===== config.mk =====
export PLATFORM = sky130hd
export DESIGN_NAME = drive_sequencer
export DESIGN_NICKNAME = d
export VERILOG_FILES = /design/src/rtl/drive_sequencer.sv
export SDC_FILE = /design/constraint.sdc
export NUM_CORES = 1
export LEC_CHECK = 0
export ABC_CLOCK_PERIOD_IN_PS = 3500
export CORE_MARGIN = 10
export CORE_UTILIZATION = 60
export DETAILED_ROUTE_END_ITERATION = 6
export GPL_TIMING_DRIVEN = 0
export PLACE_DENSITY_LB_ADDON = 0.15
export SYNTH_ARGS = -nofsm -noshare
export SYNTH_HDL_FRONTEND = slang
export SYNTH_SLANG_ARGS = --single-unit

===== constraint.sdc =====
create_clock -name clk -period 3.5 [get_ports clk]
set_clock_uncertainty 0.15 [all_clocks]
set_input_delay 0.35 -clock clk [delete_from_list [all_inputs] [get_ports clk]]
set_output_delay 0.35 -clock clk [all_outputs]
set_load 0.01 [all_outputs]

===== src/rtl/drive_sequencer.sv =====
// Command sequencer for the motor control block: brake dead-time on direction
// changes, gradual speed ramp, stall-fault latch. All outputs registered.
module drive_sequencer #(
    parameter int BRAKE_CYC  = 50000,
    parameter int RAMP_DIV   = 100000,
    parameter int RAMP_START = 8,
    parameter int STALL_CYC  = 1000000
) (
    input  logic       clk,
    input  logic       rst_n,
    input  logic [2:0] dir_req,
    input  logic [5:0] speed_req,
    input  logic       go,
    input  logic       brake_req,
    input  logic       st_in,
    input  logic       fault_clr,
    output logic [2:0] Direction,
    output logic       brake,
    output logic       coast,
    output logic [5:0] sw,
    output logic       busy,
    output logic       fault
);

    localparam int RW  = ($clog2(RAMP_DIV) > 17) ? $clog2(RAMP_DIV) : 17;
    localparam int BW  = (BRAKE_CYC > 1) ? $clog2(BRAKE_CYC) : 1;
    localparam int SCW = (STALL_CYC > 1) ? $clog2(STALL_CYC) : 1;

    localparam logic [RW-1:0]  RAMP_LAST  = RW'(RAMP_DIV - 1);
    localparam logic [BW-1:0]  BRK_LAST   = BW'(BRAKE_CYC - 1);
    localparam logic [SCW-1:0] STALL_LAST = SCW'(STALL_CYC - 1);
    localparam logic [5:0]     START_SW   = (RAMP_START > 63) ? 6'd63 : 6'(RAMP_START);

    typedef enum logic [1:0] {IDLE, RUN, BRAKE, FAULT} state_t;

    state_t         state;
    logic [RW-1:0]  ramp_cnt;
    logic [BW-1:0]  brake_cnt;
    logic [SCW-1:0] stall_cnt;
    logic [5:0]     start_sw;

    assign start_sw = (speed_req < START_SW) ? speed_req : START_SW;

    always_ff @(posedge clk or negedge rst_n) begin
        if (!rst_n) begin
            state     <= IDLE;
            Direction <= 3'd0;
            brake     <= 1'b0;
            coast     <= 1'b1;
            sw        <= 6'd0;
            busy      <= 1'b0;
            fault     <= 1'b0;
            ramp_cnt  <= '0;
            brake_cnt <= '0;
            stall_cnt <= '0;
        end else begin
            case (state)
                IDLE: begin
                    stall_cnt <= '0;
                    if (go && !brake_req) begin
                        state     <= RUN;
                        Direction <= dir_req;
                        sw        <= start_sw;
                        coast     <= 1'b0;
                        ramp_cnt  <= '0;
                    end
                end
                RUN: begin
                    if (st_in && stall_cnt == STALL_LAST) begin
                        state     <= FAULT;
                        brake     <= 1'b1;
                        sw        <= 6'd0;
                        fault     <= 1'b1;
                        stall_cnt <= '0;
                    end else if (brake_req || (go && dir_req != Direction)) begin
                        // Old Direction is kept until the dead-time expires
                        state     <= BRAKE;
                        brake     <= 1'b1;
                        sw        <= 6'd0;
                        busy      <= 1'b1;
                        brake_cnt <= '0;
                        stall_cnt <= '0;
                    end else if (!go) begin
                        state     <= IDLE;
                        coast     <= 1'b1;
                        sw        <= 6'd0;
                        stall_cnt <= '0;
                    end else begin
                        stall_cnt <= st_in ? stall_cnt + SCW'(1) : '0;
                        if (ramp_cnt == RAMP_LAST) begin
                            ramp_cnt <= '0;
                            if (sw < speed_req)
                                sw <= sw + 6'd1;
                        end else begin
                            ramp_cnt <= ramp_cnt + RW'(1);
                        end
                        // Decreases win over the ramp and take effect at once
                        if (speed_req < sw)
                            sw <= speed_req;
                    end
                end
                BRAKE: begin
                    if (brake_cnt != BRK_LAST) begin
                        brake_cnt <= brake_cnt + BW'(1);
                    end else if (!brake_req) begin
                        brake <= 1'b0;
                        busy  <= 1'b0;
                        if (go) begin
                            state     <= RUN;
                            Direction <= dir_req;
                            sw        <= start_sw;
                            ramp_cnt  <= '0;
                        end else begin
                            state <= IDLE;
                            coast <= 1'b1;
                        end
                    end
                end
                FAULT: begin
                    if (fault_clr && !go) begin
                        state <= IDLE;
                        brake <= 1'b0;
                        coast <= 1'b1;
                        fault <= 1'b0;
                    end
                end
                default: state <= IDLE;
            endcase
        end
    end

endmodule


Word-level counts from Yosys, hierarchy flattened
Cells that the tools add are included.

Muxes and demuxes: 62. Equal/unequal tests: 22. Reductions and logical operators: 23. $add $sub $neg: 4. Order comparisons: 3.

Operators with widths (count): 2-to-1 mux 17 bit (8); 2-to-1 mux 20 bit (4); 2-to-1 mux 6 bit (11); case mux 17 bit (3 select lines) (1); 2-to-1 mux 16 bit (3); case mux 20 bit (2 select lines) (1); case mux 16 bit (2 select lines) (1); inequality test 2 bit (second input constant) (11); adder 20 x 1 -> 20 bit (second input constant) (1); == test 20 bit (second input constant) (1); AND reduction 5 bit (4); case mux 6 bit (3 select lines) (1); adder 17 x 1 -> 17 bit (second input constant) (1); == test 17 bit (second input constant) (1); adder 16 x 1 -> 16 bit (second input constant) (1); inequality test 16 bit (second input constant) (1); 2-to-1 mux 1 bit (15); 2-to-1 mux 2 bit (7); less-than comparator 6 bit (2); 2-to-1 mux 3 bit (4); inequality test 6 bit (second input constant) (2); case mux 2 bit (4 select lines) (1); AND reduction 8 bit (1); nonzero test 2 bit (4); 20 further kinds (27).

Bits in registers: 68. Word-level logic and storage cells: 124. Output and inout port bits: 13.

Logic depth before layout (Yosys ltp)
Depth after elaboration: 8. Gate-level depth with buffers: 10. Mapped depth without buffers: 8.

Worst setup path after synthesis
No wires, ideal clock.

Kind: reg-to-reg. Start point: register state[0]. End point: register ramp_cnt[5]. Setup slack: 0.975 ns. Data arrival time: 2.272 ns. Clock period less this slack: 2.525 ns. Cell stages (with the launch flop): 10. Path through: dfrtp_1 -> inv_1 -> ha_1 -> clkbuf_1 -> or2_2 -> a221o_1 -> buf_6 -> or3_1 -> buf_2 -> o41ai_2.

Word-level cells in the longest chain between the ends: 3.

RTL lines: start: declaration (RTL line 36) `state_t state;`; start signal: assignment (RTL line 46) `state <= IDLE;`; start signal: assignment (RTL line 61) `state <= RUN;`; start signal: assignment (RTL line 70) `state <= FAULT;`; == test 2 x 1 -> 1 bit (tied with other cells) (RTL line 57) `case (state)`; inequality test 2 bit (no line) or nonzero test 3 bit (tied branches); AND reduction 8 bit (no line); end signal: assignment (RTL line 95) `ramp_cnt <= ramp_cnt + RW'(1);`; end: declaration (RTL line 37) `logic [RW-1:0] ramp_cnt;`.

Parallel ways exist; a longest one is shown, timed or not. A chain may end at the register's enable or synchronous reset.

Worst setup path in the final report
Start point: register state[0]. End point: register ramp_cnt[15].

Same word-level chain as after synthesis.

==> results_dict.tcl <==
set metrics [dict create \
    final_nets 554 \
    gp_congestion 0.937 \
    antenna_left 0 \
    endpoint_kind "flop" \
    first_pass_iters 6 \
    clk_pin_slew_worst_paths_ps 60 \
    hp-start "ramp_cnt[16]$_DFFE_PN0P_" \
    nFillCells 534 \
    post-route-util_pct 70.5 \
    yosysTopAreaCellShare_pct 39.2 \
    drv_slew 0 \
    clockBufferDepth 2 \
    cts_tree "yes" \
    hold_ws_ps 331 \
    ys_top_cells_by_count "67 x dfrtp_1, 65 x o21ai_0, 51 x nand2_1" \
    syn_inst 485 \
    antenna_found_initial 0 \
    grt_overflow 0 \
    clk_latency_ps 340 \
    layout.cells.non_filler 625 \
    criticalPathCategory "flop to flop" \
    worstMarginPinSlew_ps 854 \
    rows 30 \
    synthTopCellsByArea "dfrtp_1 39%, o21ai_0 7.6%, nand2_1 4.5%" \
    post_cts.repair.setup_buffers 0 \
    yosysUniqueCellTypes 73 \
    critPathMaxFanout 10 \
    dp_cells 608 \
    fp.dieArea_um2 10900 \
    r2r_end "ramp_cnt[15]$_DFFE_PN0P_" \
    start_util_pct 62.3 \
    syn_area_per_cell_um2 8.82 \
    leakage_nw 2.02 \
    synthArstFlopShare_pct 100 \
    syn_area_um2 4280 \
    clock-root-buffer "clkbuf_8" \
    arrival_ps 2900 \
    seqPwrFrac_pct 37.8 \
    p_int_mw 1.53 \
    routed_wl_mm 10.3 \
    post-route-cell-area_um2 4840 \
    p_sw_mw 0.977 \
    yosysWarnings 0 \
    via_per_inst 6.30 \
    grt_pass1_wl_mm 18.0 \
    synth-seq-area-share_pct 39.8 \
    ys_ff_latch 68 \
    grt_max_degree 69 \
    portBuffers 27 \
    ys.flop_type "dfrtp_1" \
    min_path_cells 1 \
    synth_nets 515 \
    switching_share_pct 39.0 \
    io_pins 28 \
    final_hold_viol_count 0 \
    grt.total_usage_pct 19.2 \
    cts.sinks 68 \
    hpwl_mm 7.32 \
    yosys.area.top_type "dfrtp_1" \
    path_cells "inv_1 -> ha_1 -> clkbuf_1 -> or2_2 -> a221o_1 -> buf_6 -> nor3_2 -> nand3_1 -> o21ai_0" \
    cts-buffers-inserted 9 \
    critPathSlowestCell "nor3_2" \
    core_area_um2 6870 \
    placed_cell_area_um2 4660 \
    min_to "ramp_cnt[16]$_DFFE_PN0P_" \
    synth_edf_count 0 \
    critPathRequiredTime_ps 3610 \
    peakVddDrop_v 0.000368 \
    cpPeakStageDelay_ps 520 \
    cts-htree-levels 3 \
    cap_violations 0 \
    rsz0062_at_grt "no" \
    rr_startpoint "state[0]$_DFFE_PN0P_" \
    die_w_um 104 \
    hp-class "flop to flop" \
    fmax_mhz 357 \
    route.vias.total 3937 \
    total_power_mw 2.51 \
    status "complete, no violations" \
    ff2ff_setup_slack_ps 700 \
    powerDensity_nw_per_um2 518 \
    area_growth_pct 13.3 \
    r2r_cells 9 \
    pwr-share-clk_pct 22.4 \
    antenna_cells 0 \
    drc 0 \
    fp.dieH_um 104 \
    post_drt_wl_per_cell_um 16.5 \
    post-route-min-period_ps 2800 \
    finalSetupViolations 0 \
    fin_crit_sh_pct 79.9 \
    drt_iter0_drc 460 \
    max_slew_margin_pct 43.0 \
    final_layout_size_suffix_gt1_share_pct 7.75 \
    yosysMostFrequentCell "dfrtp_1" \
    start_kind "flop" \
    grt_pass1_vias 3709 \
    comb_power_share_pct 39.8 \
]
cells in the final DEF (no fill, tap or decap), types with 4 or more instances in the layout:
cell type and count:
dfrtp_1 67, o21ai_0 65, nand2_1 51, nor2_1 29, clkdlybuf4s50_1 26, a21oi_1 23, nand3_1 22, and3_1 18
inv_1 15, ha_1 15, clkbuf_1 14, nand4_1 12, o31ai_1 11, clkbuf_8 10, nor3_1 9, or3_1 9
a31oi_1 8, xnor2_1 7, and4_1 7, mux2i_1 5, nor4_1 4, a22o_1 4, o22ai_1 4, nor2b_1 4
o21a_1 4, nand2b_1 4, buf_2 4, or4_1 4, clkinv_2 4
power by group through the flow:
stage	Clock, mW	Combinational, mW	Sequential [mW]
after floorplan	0	0.637	0.962
after global placement	0	0.955	0.953
after detailed placement	0	0.978	0.959
after CTS	0.579	0.989	0.945
after global routing	0.616	1.11	0.958
final	0.562	0.999	0.947
worst max-delay path by stage:
stage / from / end / depth (start not counted)
2_1_floorplan: state[0]$_DFFE_PN0P_ / ramp_cnt[5]$_DFFE_PN0P_ / 9
3_3_place_gp: rst_n / stall_cnt[1]$_DFFE_PN0P_ / 1
3_5_place_dp: speed_req[4] / sw[4]$_DFFE_PN0P_ / 8
4_1_cts: state[0]$_DFFE_PN0P_ / ramp_cnt[15]$_DFFE_PN0P_ / 9
5_1_grt: state[0]$_DFFE_PN0P_ / ramp_cnt[14]$_DFFE_PN0P_ / 9
6_report: state[0]$_DFFE_PN0P_ / ramp_cnt[15]$_DFFE_PN0P_ / 9
cell type report:
type	instances	area, um^2	share of cell area [%]
buffer	20	91.3	1.89
clock buffer	11	141	2.92
clock inverter	5	27.5	0.568
inverter	15	56.3	1.16
multi-input combinational	382	2430	50.1
sequential	68	1700	35.2
tap	96	120	2.48
timing repair buffer	28	278	5.73
critical path, delay by kind of cell (launching register included):
kind | cells | cell delay [ps]
buffers and inverters | 3 | 450
adder cells (fa/ha/maj) | 1 | 210
AO/OA/AOI/OAI | 2 | 490
flip-flops | 1 | 400
AND/OR/NAND/NOR | 3 | 1010
cells by family after synthesis:
| kind of cell | Yosys count | share of synthesized area, % |
|---|---|---|
| AO/OA/AOI/OAI | 150 | 21.8 |
| adder cells (fa/ha/maj) | 15 | 4.39 |
| XOR/XNOR | 8 | 1.64 |
| AND/OR/NAND/NOR | 201 | 26.9 |
| flip-flops | 68 | 39.8 |
| multiplexers | 8 | 1.96 |
| buffers and inverters | 35 | 3.45 |
what timing repair did:
item                                   4_1_cts  5_1_grt
hold buffers                                 1        0
endpoints found under the hold margin       21        0
resized for setup                            0        0
per-stage QoR:
step                      setup slack, ps  setup TNS [ps]
after global routing                  487               0
after floorplan                       975               0
after global placement               -375          -24820
final                                 702               0
after detailed placement              599               0
after CTS                             689               0
layer usage:
layer	wire length, um	part of all wire [%]	track usage [%]	vias up
met2	4680	45	29.2	124
li1	-	-	-	1909
met1	4820	47	26.0	1880
met3	576	5.6	3.66	24
met5	0	0	0	-
met4	215	2.1	7.75	0
flip-flops by register name, summed over array words and instances, names as in the netlist:
register	cells
Direction	3
brake	1
brake_cnt	16
busy	1
coast	1
fault	1
ramp_cnt	17
stall_cnt	20
state	2
sw	6
Note: power is estimated with default switching activity, not from simulation.
